<file path="src/rtl/uart_pkg.sv">
// Shared UART definitions: FSM state encoding, frame width and baud-count helper.
// Used by both the receiver and the transmitter.
package uart_pkg;

    localparam int unsigned DATA_BITS = 8;

    typedef enum logic [2:0] {
        IDLE      = 3'd0,
        START     = 3'd1,
        DATA      = 3'd2,
        PARITY    = 3'd3,
        STOP      = 3'd4,
        WAIT_HIGH = 3'd5
    } uart_state_e;

    // Count value at which the centre of the start bit is reached.
    function automatic int unsigned half_bit_cnt(input int unsigned clks_per_bit);
        return clks_per_bit / 2 - 1;
    endfunction

endpackage

</file>
<file path="src/rtl/uart_rx_if.sv">
// Receive-side UART bundle: serial line in, byte and status strobes out.
interface uart_rx_if;
    logic                           rx;
    logic [uart_pkg::DATA_BITS-1:0] data_out;
    logic                           data_valid;
    logic                           frame_err;
    logic                           parity_err;
    logic                           busy;

    modport master (
        input  rx,
        output data_out, data_valid, frame_err, parity_err, busy
    );

    modport slave (
        output rx,
        input  data_out, data_valid, frame_err, parity_err, busy
    );
endinterface

</file>
<file path="src/rtl/uart_rx_sync.sv">
// Multi-flop synchroniser for the asynchronous rx line; presets to idle-high on reset.
module uart_rx_sync #(
    parameter int unsigned SYNC_STAGES = 2
) (
    input  logic clk,
    input  logic rst_n,
    input  logic d,
    output logic q
);

    logic [SYNC_STAGES-1:0] sync_q;

    always_ff @(posedge clk or negedge rst_n) begin
        if (!rst_n) begin
            sync_q <= '1;
        end else begin
            sync_q <= {sync_q[SYNC_STAGES-2:0], d};
        end
    end

    assign q = sync_q[SYNC_STAGES-1];

endmodule

</file>
<file path="src/rtl/uart_rx_module.sv">
// UART receiver, 8 data bits LSB first, 1 stop bit, centre sampling.
// Define UART_RX_PARITY_EN to expect an even-parity bit before the stop bit.
module uart_rx_module
    import uart_pkg::*;
#(
    parameter int unsigned CLKS_PER_BIT = 868,
    parameter int unsigned SYNC_STAGES  = 2
) (
    input logic       clk,
    input logic       rst_n,
    uart_rx_if.master bus
);

    localparam int unsigned            CNT_W    = $clog2(CLKS_PER_BIT);
    localparam int unsigned            IDX_W    = $clog2(DATA_BITS);
    localparam logic [CNT_W-1:0]       CNT_FULL = CNT_W'(CLKS_PER_BIT - 1);
    localparam logic [CNT_W-1:0]       CNT_HALF = CNT_W'(half_bit_cnt(CLKS_PER_BIT));
    localparam logic [IDX_W-1:0]       IDX_LAST = IDX_W'(DATA_BITS - 1);

    logic                 rx_s;
    uart_state_e          state_q, state_d;
    logic [CNT_W-1:0]     baud_cnt_q, baud_cnt_d;
    logic [IDX_W-1:0]     bit_idx_q, bit_idx_d;
    logic [DATA_BITS-1:0] shift_q, shift_d;
    logic [DATA_BITS-1:0] data_out_q, data_out_d;
    logic                 data_valid_q, data_valid_d;
    logic                 frame_err_q, frame_err_d;
`ifdef UART_RX_PARITY_EN
    logic                 par_bad_q, par_bad_d;
    logic                 parity_err_q, parity_err_d;
`endif

    uart_rx_sync #(
        .SYNC_STAGES(SYNC_STAGES)
    ) u_sync (
        .clk  (clk),
        .rst_n(rst_n),
        .d    (bus.rx),
        .q    (rx_s)
    );

    always_comb begin
        state_d      = state_q;
        baud_cnt_d   = baud_cnt_q + 1'b1;
        bit_idx_d    = bit_idx_q;
        shift_d      = shift_q;
        data_out_d   = data_out_q;
        data_valid_d = 1'b0;
        frame_err_d  = 1'b0;
`ifdef UART_RX_PARITY_EN
        par_bad_d    = par_bad_q;
        parity_err_d = 1'b0;
`endif
        case (state_q)
            IDLE: begin
                baud_cnt_d = '0;
                if (!rx_s) state_d = START;
            end
            START: begin
                if (baud_cnt_q == CNT_HALF) begin
                    baud_cnt_d = '0;
                    bit_idx_d  = '0;
                    // A high level at mid-start means the edge was a glitch.
                    state_d    = rx_s ? IDLE : DATA;
                end
            end
            DATA: begin
                if (baud_cnt_q == CNT_FULL) begin
                    baud_cnt_d         = '0;
                    shift_d[bit_idx_q] = rx_s;
                    bit_idx_d          = bit_idx_q + 1'b1;
                    if (bit_idx_q == IDX_LAST) begin
`ifdef UART_RX_PARITY_EN
                        state_d = PARITY;
`else
                        state_d = STOP;
`endif
                    end
                end
            end
`ifdef UART_RX_PARITY_EN
            PARITY: begin
                if (baud_cnt_q == CNT_FULL) begin
                    baud_cnt_d = '0;
                    par_bad_d  = ^{shift_q, rx_s};
                    state_d    = STOP;
                end
            end
`endif
            STOP: begin
                if (baud_cnt_q == CNT_FULL) begin
                    baud_cnt_d = '0;
                    if (rx_s) begin
                        data_out_d   = shift_q;
                        data_valid_d = 1'b1;
`ifdef UART_RX_PARITY_EN
                        parity_err_d = par_bad_q;
`endif
                        state_d      = IDLE;
                    end else begin
                        frame_err_d = 1'b1;
                        state_d     = WAIT_HIGH;
                    end
                end
            end
            WAIT_HIGH: begin
                baud_cnt_d = '0;
                if (rx_s) state_d = IDLE;
            end
            default: begin
                baud_cnt_d = '0;
                state_d    = IDLE;
            end
        endcase
    end

    always_ff @(posedge clk or negedge rst_n) begin
        if (!rst_n) begin
            state_q      <= IDLE;
            baud_cnt_q   <= '0;
            bit_idx_q    <= '0;
            shift_q      <= '0;
            data_out_q   <= '0;
            data_valid_q <= 1'b0;
            frame_err_q  <= 1'b0;
`ifdef UART_RX_PARITY_EN
            par_bad_q    <= 1'b0;
            parity_err_q <= 1'b0;
`endif
        end else begin
            state_q      <= state_d;
            baud_cnt_q   <= baud_cnt_d;
            bit_idx_q    <= bit_idx_d;
            shift_q      <= shift_d;
            data_out_q   <= data_out_d;
            data_valid_q <= data_valid_d;
            frame_err_q  <= frame_err_d;
`ifdef UART_RX_PARITY_EN
            par_bad_q    <= par_bad_d;
            parity_err_q <= parity_err_d;
`endif
        end
    end

    assign bus.data_out   = data_out_q;
    assign bus.data_valid = data_valid_q;
    assign bus.frame_err  = frame_err_q;
`ifdef UART_RX_PARITY_EN
    assign bus.parity_err = parity_err_q;
`else
    assign bus.parity_err = 1'b0;
`endif
    // The strobe cycle still counts as busy, so busy drops the cycle after data_valid.
    assign bus.busy = (state_q != IDLE) | data_valid_q;

endmodule

</file>
<file path="src/flat_wrapper.sv">
// flat-port wrapper written by rule: the top's interface ports become plain ports
module uart_rx_module_flat import uart_pkg::*;
#(
    parameter int unsigned CLKS_PER_BIT = 868,
    parameter int unsigned SYNC_STAGES  = 2
)
  (clk, rst_n, bus_rx, bus_data_out, bus_data_valid, bus_frame_err, bus_parity_err, bus_busy);
  uart_rx_if bus_i ();
  input logic clk;
  input logic rst_n;
  input wire logic [$bits(bus_i.rx)-1:0] bus_rx;
  output wire logic [$bits(bus_i.data_out)-1:0] bus_data_out;
  output wire logic [$bits(bus_i.data_valid)-1:0] bus_data_valid;
  output wire logic [$bits(bus_i.frame_err)-1:0] bus_frame_err;
  output wire logic [$bits(bus_i.parity_err)-1:0] bus_parity_err;
  output wire logic [$bits(bus_i.busy)-1:0] bus_busy;
  assign bus_i.rx = bus_rx;
  assign bus_data_out = bus_i.data_out;
  assign bus_data_valid = bus_i.data_valid;
  assign bus_frame_err = bus_i.frame_err;
  assign bus_parity_err = bus_i.parity_err;
  assign bus_busy = bus_i.busy;
  uart_rx_module #(.CLKS_PER_BIT(CLKS_PER_BIT), .SYNC_STAGES(SYNC_STAGES)) u_core (.clk(clk), .rst_n(rst_n), .bus(bus_i));
endmodule
</file>
<file path="config.mk">
export PLATFORM = sky130hd
export DESIGN_NAME = uart_rx_module_flat
export DESIGN_NICKNAME = d
export VERILOG_FILES = /design/src/rtl/uart_pkg.sv /design/src/rtl/uart_rx_if.sv /design/src/rtl/uart_rx_sync.sv /design/src/rtl/uart_rx_module.sv /design/src/flat_wrapper.sv
export SDC_FILE = /design/constraint.sdc
export NUM_CORES = 1
export LEC_CHECK = 0
export BUFFER_PORTS_ARGS = -buffer_cell sky130_fd_sc_hd__buf_4
export CORE_MARGIN = 5
export CORE_UTILIZATION = 35
export DETAILED_ROUTE_END_ITERATION = 16
export PLACE_DENSITY_LB_ADDON = 0.3
export SLEW_MARGIN = 20
export SYNTH_ARGS = -nofsm -noshare
export SYNTH_HDL_FRONTEND = slang
export SYNTH_SLANG_ARGS = --single-unit
</file>
<file path="constraint.sdc">
create_clock -name clk -period 2.9 [get_ports clk]
set_input_delay 0.58 -clock clk [delete_from_list [all_inputs] [get_ports clk]]
set_output_delay 0.58 -clock clk [all_outputs]
set_load 0.01 [all_outputs]
</file>
# Word-level counts from Yosys, hierarchy flattened
# Cells that the tools add are included.
totals:
  reg_bits: 36
  input_bits: 3
  out_inout_bits: 12
  elab_cells: 59
classes:
  addsub: 2
  magnitude_cmp: 2
  eq_ne: 13
  mux: 24
  bitwise: 1
  n_reduce_logical: 9
op_table:
  columns: ["cell", "n"]
  rows:
  - ["2-to-1 mux 3 bit", 9]
  - ["2-to-1 mux 10 bit", 2]
  - ["case mux 10 bit (2 select lines)", 1]
  - ["case mux 3 bit (5 select lines)", 1]
  - ["adder 10 x 1 -> 10 bit, second input constant", 1]
  - ["equality test 10 bit, second input constant", 1]
  - ["equality test 10 x 9 -> 1 bit, second input constant", 1]
  - ["equality test 3 bit, second input constant", 3]
  - ["bitwise mux 8 bit", 1]
  - ["!= test 2 x 1 -> 1 bit, second input constant", 4]
  - ["2-to-1 mux 1 bit", 7]
  - ["case mux 3 bit (2 select lines)", 1]
  - ["AND reduction 3 bit", 2]
  - ["AND reduction 6 bit", 1]
  - ["less-than comparator 3 x 4 -> 1 bit, second input constant", 1]
  - ["!= test 2 bit, second input constant", 2]
  - ["adder 3 x 1 -> 3 bit, second input constant", 1]
  - ["demux 1 bit (select 3 bit)", 1]
  - ["equality test 3 x 1 -> 1 bit, second input constant", 1]
  - ["equality test 3 x 2 -> 1 bit, second input constant", 1]
  - [">= comparator 3 x 1 -> 1 bit, second input constant", 1]
  - ["zero test 3 bit", 1]
  - ["nonzero test 3 bit", 1]
  - ["2-to-1 mux 2 bit", 1]
  - ["5 further kinds", 5]

# Longest topological paths before layout
# Gate-level depths: netlist of run 1.
logic_depth:
  depth_word: 5
  depth_mapped: 6
  depth_no_buf: 6

# Modules after synthesis
# Synthesis of run 1 repeated with hierarchy kept, for this count alone.
unflattened:
  cells_unflattened: 137
  area_unflattened_um2: 1666.6
modules_own_cells:
  columns: ["module", "n_inst", "cells_each", "area_per_inst_um2", "seq_area_each_um2"]
  rows:
  - ["uart_rx_module", 1, 135, 1614.0, 850.8]
  - ["uart_rx_sync", 1, 2, 52.6, 52.6]

# Worst setup path before layout of run 1
# Ideal clock, no wire load.
synth_path:
  path_type: "register -> register"
  start: "register u_core.state_q[0]"
  end: "register u_core.shift_q[4]"
  setup_time_ps: 128
  arrival_ps: 1925
  required_ps: 2772
  path_slack_ps: 847
  stages_incl_launch_ff: 6
  n_path_buf: 1
  period_less_slack_ps: 2053
  cell_sequence: "dfrtp_1 -> buf_6 -> or4b_1 -> or4_4 -> nor3b_2 -> mux2_1"
synth_between:
  elab_chain_len: 2
synth_rtl:
  columns: ["item", "line_no", "rtl"]
  rows:
  - ["start, declared", "uart_rx_module.sv:21", "uart_state_e state_q, state_d;"]
  - ["start signal, assigned", "uart_rx_module.sv:131", "state_q <= state_d;"]
  - ["equality test 3 x 2 -> 1 bit", "uart_rx_module.sv:54", "case (state_q)"]
  - ["AND reduction 2 bit (no line)", null, null]
  - ["end signal, assigned", "uart_rx_module.sv:134", "shift_q <= shift_d;"]
  - ["end, declared", "uart_rx_module.sv:24", "logic [DATA_BITS-1:0] shift_q, shift_d;"]
# Every way passes these cells.
# A chain may end at the register's enable or synchronous reset.

# Final worst setup path of run 1
layout_path:
  start: "register u_core.state_q[2]"
  end: "register u_core.shift_q[0]"
# Same word-level chain as after synthesis.

==> results of run 1 <==
-- logic make-up (layout without fill, tap and decap cells) --
kind of cell    count (synthesis)  count (layout)  synth area share (%)
flops                          36              36                  51.8
mux                            16              16                  10.3
buf+inv                         9              24                  3.66
xor+xnor                        8               8                  4.02
fa+ha+maj                       4               4                  2.87
compound gates                 12              12                  5.52
simple gates                   58              58                  21.6
other cells                     1               1                 0.215
-- metal layers --
layer | wire [um] | global-route usage [%] | vias up
met3 | 113 | 3.14 | 8
met1 | 1310 | 12.7 | 553
li1 | - | - | 537
met5 | 0 | 0 | -
met2 | 1440 | 17.5 | 16
met4 | 66 | 5.57 | 0
-- stage by stage --
stage / std cells / power, mW / utilization, % / area, um2 / hold slack [ns]
after floorplan: 144 / 0.518 / - / 1740 / 0.284
after global routing: 226 / 0.986 / 41.4 / 1980 / 0.278
after detailed placement: 218 / 0.530 / 39.1 / 1870 / 0.350
final: 226 / 0.940 / 41.4 / 1980 / 0.249
after CTS: 226 / 0.959 / 41.4 / 1980 / 0.255
after global placement: 218 / 0.529 / 39.1 / 1870 / 0.348
-- path summary, 6_finish.rpt --
| check | startpoint | end | depth (start not counted) |
|---|---|---|---|
| setup reg to reg | u_core.state_q[2] | u_core.shift_q[0] | 4 |
| max in group asynchronous | rst_n | u_core.u_sync.sync_q[0] | 1 |
| hold reg to reg | u_core.u_sync.sync_q[0] | u_core.u_sync.sync_q[1] | 0 |
| min in group clk | u_core.u_sync.sync_q[0] | u_core.u_sync.sync_q[1] | 0 |
| setup / recovery | u_core.state_q[2] | u_core.shift_q[0] | 4 |
| hold / removal | rst_n | u_core.bit_idx_q[0] | 1 |
-- power breakdown --
group          switching (mW)  leakage, nW  internal, mW  total (mW)
Combinational          0.0103        0.391       0.00202      0.0123
Clock                   0.165       0.0552         0.255       0.420
Sequential            0.00315        0.481         0.505       0.508
-- state kept, by name, indices dropped and copies added (netlist names) --
register / flops
u_core.bus.data_out: 8
u_core.shift_q: 8
u_core.u_sync.sync_q: 2
u_core.baud_cnt_q: 10
u_core.state_q: 3
u_core.bus.data_valid: 1
u_core.bus.frame_err: 1
u_core.bit_idx_q: 3
-- worst max-delay path, stage by stage (launching register included) --
cell	delay [ns]
dfrtp_1	0.51
or4b_1	0.51
or4_4	0.47
nor3_1	0.19
mux2_2	0.35
-- area by class of cell --
cell class	count	area share (%)
Clock buffer	6	3.66
Clock inverter	2	1.77
Inverter	3	0.569
Multi-Input combinational cell	99	39.2
Sequential cell	36	45.6
Tap cell	67	4.23
Timing Repair Buffer	13	4.93
-- layout by cell type (no fill, tap or decap), types with 4 or more instances in the layout --
cell type,count
nor2_1,16
mux2_2,15
buf_4,13
nand3_1,4
ha_1,4
xor2_1,5
clkbuf_8,5
nor3_1,5
dfrtp_1,34
nand2_1,8
==> impl_results.md, run 1 <==
* First-pass GRT wire length at 5330 um
* Average footprint of a synthesized cell at 12.1 um2
* Die area at 0.00649 mm2
* Multi-input logic area at 777 um2
* Worst Path Max Fanout at 12
* Pin slew with the least headroom to its limit at 0.491 ns
* ANT nets after route at 0
* Total standard cell area after synthesis at 0.00174 mm2
* Post-CTS Repair Setup Buffers at 0
* Cell with the most instances after synthesis: dfrtp_1
* Standard-cell row count at 25
* CTS max path bufs at 2
* Post-layout net count at 165
* Post-synthesis cell count at 144
* Post-layout minimum cycle time at 2.15 ns
* Outcome: completed
* Hold Vio Cnt, Final at 0
* Peak supply drop at 0.000247 V
* Top cells by area, synth: dfrtp_1 49%, mux2_2 9.7%, nor2_1 3.4%
* Nets in the synthesized netlist at 151
* Htree depth at 2
* Sequential cell area fraction in the yosys report at 51.8%
* WL/cell at 13.0 um
* Final Worst Setup Slack at 0.752 ns
* Yosys top cell by area: dfrtp_1
* Initial antenna violation count at 0
* Via count of the first global-routing pass at 1,121
* Total of fill cells in the finished design at 459
* Vertical die dimension at 80.6 um
* Worst slew margin at 66.8%
* Starting density of the core at 36.4%
* Crit path launch type: flip-flop
* Count of synthesis-stage warnings from yosys at 0
* Critical path capture point type: flip-flop
* Critical Path RT at 3.07 ns
* RSZ-0062 raised after global routing: false
* Final setup TNS at 0 ns
* HPWL after detailed placement at 2110 um
* Arrival time at the worst endpoint at 2.32 ns
* Number of buffers inserted by port buffering at 13
* Via count at 1,114
* Final critical-path share of the clock period at 74.1%
* GPL Wtd Cong at 0.768
* Leading cell types by count after synthesis: 34 x dfrtp_1, 16 x nor2_1, 15 x mux2_2, 8 x nand2_1
* Total iterations of the first detailed-routing run at 4
* Core outline area at 0.00479 mm2
* Largest net degree at the start of global routing at 37
* Tot GR Track Use at 10.7%
* CTS tree: yes
* Clock sink count at 36
* Proportion of register bits with asynchronous set or reset after synthesis at 100%
* R2R Setup Slk at 0.75 ns
* Setup clock skew after layout at 0.00587 ns
* Clock Root Buffer: clkbuf_8
* Number of cells upsized or downsized after cts at 0
* Leakage Power at 0.927 nW
* Hold-fix buffers at CTS at 0
* Fraction of synthesized cell area taken by the top area cell type at 48.8%
* F_max at 466 MHz
* Power density normalized to cell area at 475 mW/mm2
* TritonCTS Buffers at 5
* Synthesis-to-finish area growth at 13.6%
* Clock edge transition at the registers on the reported setup and hold paths at 0.07 ns
* Fraction of layout instances using a drive strength above 1 at 31.4%
* Detailed-route DRC error count at 0
* Setup CP Type: flip-flop to flip-flop
* Number of pins with negative max-slew slack in the final report at 0
* Number of placed I/O pins at 15
* Detailed-route vias per instance at 4.93
* Sequential standard cell area at 903 um2
* Count of unique library cells instantiated by Yosys at 46
* Final setup violation count at 0
* Source-to-sink clock delay at the later pin of the worst-skew pair at 0.28 ns
* Die width at 80.6 um
* Path category of the worst min-delay check: input pin to asynchronous set/reset pin
* DP Worst Slack at 0.755 ns
* Routed wire length at 2930 um
* Antenna cell count at 0
* Global route total overflow at 0
* Post-synth EDFFs at 0
* Flop and latch count out of synthesis at 36
* DR iter-0 viols at 39
* Dominant register cell in the synthesized netlist: dfrtp_1
* Number of maximum-capacitance violations at 0
(Power assumes the default switching activity.)
==> run 2: changes to the inputs <==
==> constraint.sdc (replaced) <==
create_clock -name clk -period 2.03 [get_ports clk]
set_input_delay 0.406 -clock clk [delete_from_list [all_inputs] [get_ports clk]]
set_output_delay 0.406 -clock clk [all_outputs]
set_load 0.01 [all_outputs]
==> run 2 against run 1 <==
Power is 52% higher. Wire length is 7.9% higher. Flip-flop and latch count stayed put. Sequential power is 43% higher. Hold slack worse by 0.19 ns. Highest routed layer unchanged.
==> impl_results.md, run 2 (synthesis results as in run 1) <==
* Via count of the first global-routing pass at 1,159
* Worst reg2reg path depth at 4
* Last element of the critical path: u_core.shift_q[4]
* Final design instance area without fill at 0.00213 mm2
* Clock Root Buffer: clkbuf_8
* R2R Path End: u_core.shift_q[4]
* Commonest cells after routing, fill and taps aside: 34 x dfrtp_1, 29 x buf_4, 16 x nor2_1
* Number of non-filler instances in the completed layout at 242
* Htree depth at 2
* Global route total overflow at 0
* HPWL after detailed placement at 2270 um
* Number of placed I/O pins at 15
* Placed cells at 233
* TritonCTS Buffers at 5
* Worst Path Max Fanout at 5
* Standard-cell row count at 25
* Critical path capture point type: flip-flop
* R2R Setup Slk at 0.02 ns
* Setup clock skew after layout at 0.00689 ns
* RSZ-0062 raised after global routing: true
* Clock sink count at 36
* DR iter-0 viols at 44
* Highest cell delay on the worst timing path at 0.58 ns
* Die area at 0.00649 mm2
* Core outline area at 0.00479 mm2
* Detailed-route DRC error count at 0
* Tot GR Track Use at 10.7%
* Leakage Power at 1.01 nW
* WL/cell at 13.1 um
* Register name with the most flops: u_core.baud_cnt_q
* Setup CP Type: flip-flop to flip-flop
* Initial antenna violation count at 0
* Instance area at placement at 0.00199 mm2
* CTS max path bufs at 2
* Number of maximum-capacitance violations at 0
* Critical R2R Launch: u_core.baud_cnt_q[3]
* Crit path launch type: flip-flop
* Outcome: completed
* Starting density of the core at 36.4%
* First-pass GRT wire length at 5290 um
* Final setup violation count at 0
* Arrival time at the worst endpoint at 2.18 ns
* CTS tree: yes
* Clock edge transition at the registers on the reported setup and hold paths at 0.07 ns
* Hold Vio Cnt, Final at 0
* Synthesis-to-finish area growth at 22.1%
* Largest net degree at the start of global routing at 37
* Flip-flop count of the largest register, all copies and words added at 10
* Total iterations of the first detailed-routing run at 4
* CP max-delay cell: or4_4
* Fraction of layout instances using a drive strength above 1 at 39.4%
* Post-layout minimum cycle time at 2.01 ns
* Number of buffers inserted by port buffering at 13
* F_max at 497 MHz
* Power density normalized to cell area at 669 mW/mm2
* GPL Wtd Cong at 0.869
* Detailed-route vias per instance at 4.85
* Most frequent standard cell in the layout excluding fill and tap cells: dfrtp_1
* Path category of the worst min-delay check: input pin to asynchronous set/reset pin
* Via count at 1,174
* Peak supply drop at 0.000439 V
* Post-layout net count at 181
* Routed wire length at 3160 um
* Die width at 80.6 um
* Number of pins with negative max-slew slack in the final report at 0
* Antenna cell count at 0
* Final setup TNS at 0 ns
* ANT nets after route at 0
* Setup crit start: u_core.baud_cnt_q[3]
* CP cell instances: or3b_4 > or4_4 > nor3b_2 > mux2_4
* Source-to-sink clock delay at the later pin of the worst-skew pair at 0.29 ns
* Final critical-path share of the clock period at 99.2%
* Critical Path RT at 2.20 ns
* Vertical die dimension at 80.6 um
run 2: through the flow:
step	power (mW)	setup WS, ns	hold slack, ns	util, %
global placement	0.757	0.0490	0.346	41.6
floorplan	0.741	-0.00612	0.110	-
global route	1.48	-0.0293	0.101	44.5
finish	1.43	0.0172	0.0579	44.5
CTS	1.44	0.0156	0.0814	44.2
detailed placement	0.758	0.0226	0.348	41.6
run 2: cell type report:
type / count / area (um2)
inverter: 3 / 11.3
clock inverter: 1 / 30.0
fill: 469 / 2660
clock buffer: 7 / 96.3
sequential: 36 / 903
tap: 67 / 83.8
timing repair buffer: 29 / 218
multi-input combinational: 99 / 787
run 2: worst max-delay path, delay by kind of cell (launching register included):
family,cells,cell delay (ns)
AND/OR/NAND/NOR,3,1.20
flip-flops,1,0.38
multiplexers,1,0.31
run 2: metal layers:
layer | track usage [%] | up-vias | wire, um
met5 | 0 | - | 0
met4 | 4.05 | 0 | 37
met3 | 3.36 | 6 | 140
met2 | 17.9 | 23 | 1600
met1 | 12.8 | 573 | 1380
li1 | - | 572 | -
run 2: worst min-delay path by stage:
stage                                       start                      end  slack [ns]  cells after the start
after floorplan                             rst_n     u_core.baud_cnt_q[0]        0.11                      0
after global placement    u_core.u_sync.sync_q[0]  u_core.u_sync.sync_q[1]        0.35                      0
after detailed placement  u_core.u_sync.sync_q[0]  u_core.u_sync.sync_q[1]        0.35                      0
after CTS                                   rst_n        u_core.shift_q[3]        0.08                      1
after global routing                        rst_n        u_core.shift_q[3]        0.10                      1
final                                       rst_n   u_core.bus.data_out[3]        0.06                      1
run 2: timing repair:
| item | CTS | global route |
|---|---|---|
| buffers inserted | 0 | 1 |
| hold buffers | 0 | 0 |
| setup endpoints to repair | 0 | 8 |
| resized for setup | 0 | 2 |
| endpoints found under the hold margin | 0 | 0 |
run 2: power by group:
part | internal, mW | switching, mW | leakage (nW) | total [mW]
Clock | 0.433 | 0.249 | 0.0645 | 0.683
Combinational | 0.00294 | 0.0144 | 0.469 | 0.0174
Sequential | 0.721 | 0.00474 | 0.481 | 0.725
==> run 3: changes to the inputs <==
==> constraint.sdc (replaced) <==
create_clock -name clk -period 1.8 [get_ports clk]
set_input_delay 0.36 -clock clk [delete_from_list [all_inputs] [get_ports clk]]
set_output_delay 0.36 -clock clk [all_outputs]
set_load 0.01 [all_outputs]
==> run 3 against run 2 <==
The flow now finishes with violations (setup timing). Via count increased by 4.9%. Global-route usage increased by 1.0 points. Clock skew increased by 0.0024 ns. Clock power increased by 1%. Highest routed layer unchanged.
==> impl_results.md, run 3 (synthesis results as in run 1) <==
* Critical path capture point type: flip-flop
* Violations in the final reports: setup timing
* WL/cell at 13.0 um
* Number of pins with negative max-slew slack in the final report at 0
* HPWL after detailed placement at 2350 um
* Die area at 0.00649 mm2
* Leakage Power at 1.09 nW
* F_max at 486 MHz
* Clock edge transition at the registers on the reported setup and hold paths at 0.07 ns
* Starting density of the core at 36.4%
* Outcome: finished with violations
* Hold Vio Cnt, Final at 0
* Power Total at 1.53 mW
* Tot GR Track Use at 11.7%
* Clock sink count at 36
* R2R Setup Slk at -0.26 ns
* Total iterations of the first detailed-routing run at 4
* Global route total overflow at 0
* Arrival time at the worst endpoint at 2.23 ns
* Number of maximum-capacitance violations at 0
* CTS tree: yes
* Worst Path Max Fanout at 5
* Via count at 1,231
* R2R Path End: u_core.shift_q[4]
* DR iter-0 viols at 17
* Setup CP Type: flip-flop to flip-flop
* Initial antenna violation count at 0
* Final setup violation count at 24
* Hold-fix buffers at CTS at 0
* First-pass GRT wire length at 5730 um
* RSZ-0062 raised after global routing: true
* Standard-cell row count at 25
* ANT nets after route at 0
* Commonest cells after routing, fill and taps aside: 39 x buf_4, 34 x dfrtp_1, 16 x nor2_1
* Number of non-filler instances in the completed layout at 255
* Final Worst Setup Slack at -0.257 ns
* Antenna cell count at 0
* Largest net degree at the start of global routing at 37
* Path category of the worst min-delay check: input pin to asynchronous set/reset pin
* CTS max path bufs at 2
* Post-layout net count at 194
* Number of placed I/O pins at 15
* Placed cells at 242
* Detailed-route vias per instance at 4.83
* Register name with the most flops: u_core.baud_cnt_q
* Via count of the first global-routing pass at 1,288
* Crit path launch type: flip-flop
* GPL Wtd Cong at 0.758
* Detailed-route DRC error count at 0
* Vertical die dimension at 80.6 um
* Power density normalized to cell area at 680 mW/mm2
* Setup clock skew after layout at 0.00930 ns
* Critical Path RT at 1.97 ns
* Die width at 80.6 um
* Worst reg2reg path depth at 4
* Most frequent standard cell in the layout excluding fill and tap cells: buf_4
* Number of buffers inserted by port buffering at 13
* Flip-flop count of the largest register, all copies and words added at 10
* Htree depth at 2
* Peak supply drop at 0.000422 V
* TritonCTS Buffers at 5
* Final setup TNS at -2.53 ns
* Final critical-path share of the clock period at 114%
* Fraction of layout instances using a drive strength above 1 at 43.6%
* Post-layout minimum cycle time at 2.06 ns
* Synthesis-to-finish area growth at 29.1%
* Core outline area at 0.00479 mm2
* Critical R2R Launch: u_core.baud_cnt_q[2]
* Routed wire length at 3310 um
* Source-to-sink clock delay at the later pin of the worst-skew pair at 0.29 ns
* Clock Root Buffer: clkbuf_8
* Setup crit start: u_core.baud_cnt_q[2]
[run 3: cell types whose count changed in the layout (fill, tap and decap cells not counted), moves of 2 or more]
cell,delta
buf_6,+3
buf_4,+10
mux2_2,-2
clkbuf_8,-2
[run 3: power by group]
part	switching [mW]	total (mW)	internal [mW]
registers	0.00110	0.814	0.813
clock network	0.282	0.693	0.411
logic	0.0206	0.0254	0.00481
total	0.304	1.53	1.23
[run 3: worst max path at each step]
stage                        endpoint  slack (ns)  cells past startpoint
floorplan           u_core.shift_q[0]       -0.24                      5
global placement    u_core.shift_q[0]       -0.21                      4
detailed placement  u_core.shift_q[2]       -0.26                      4
CTS                 u_core.shift_q[2]       -0.26                      4
global route        u_core.shift_q[2]       -0.31                      4
finish              u_core.shift_q[4]       -0.26                      4
[run 3: cell type report]
class / count / area [um2]
fillers: 444 / 2530
flip-flops and latches: 36 / 903
multi-input cells: 99 / 820
repair buffers: 42 / 327
well taps: 67 / 83.8
clock buffers: 6 / 72.6
clock inverters: 2 / 35.0
inverters: 3 / 11.3
[run 3: timing repair]
item,4_1_cts,5_1_grt
setup endpoints to repair,31,32
hold endpoints to repair,0,0
gates resized for setup,7,4
pin swaps,3,7
cloned,0,0
setup buffers,3,2
[run 3: stage by stage]
| stage | setup WS, ns | hold WS, ns | instance area (um2) | util (%) |
|---|---|---|---|---|
| floorplan | -0.236 | 0.0644 | 1750 | - |
| global placement | -0.207 | 0.337 | 2060 | 43.0 |
| global route | -0.310 | 0.0390 | 2250 | 47.1 |
| finish | -0.257 | 0.0126 | 2250 | 47.1 |
| detailed placement | -0.255 | 0.345 | 2060 | 43.0 |
| CTS | -0.262 | 0.0193 | 2220 | 46.3 |
[run 3: critical path, cell delays in order (launching register included)]
cell and delay [ns]:
dfrtp_1 0.38, or3b_4 0.43, or4_4 0.60, nor3b_2 0.20
mux2_1 0.33
[run 3: layer usage]
metal | wire length [um] | track usage (%) | vias to the layer above
met1 | 1420 | 13.6 | 608
met4 | 46 | 4.39 | 0
met2 | 1690 | 19.3 | 20
met3 | 159 | 4.82 | 6
met5 | 0 | 0 | -
li1 | - | - | 597
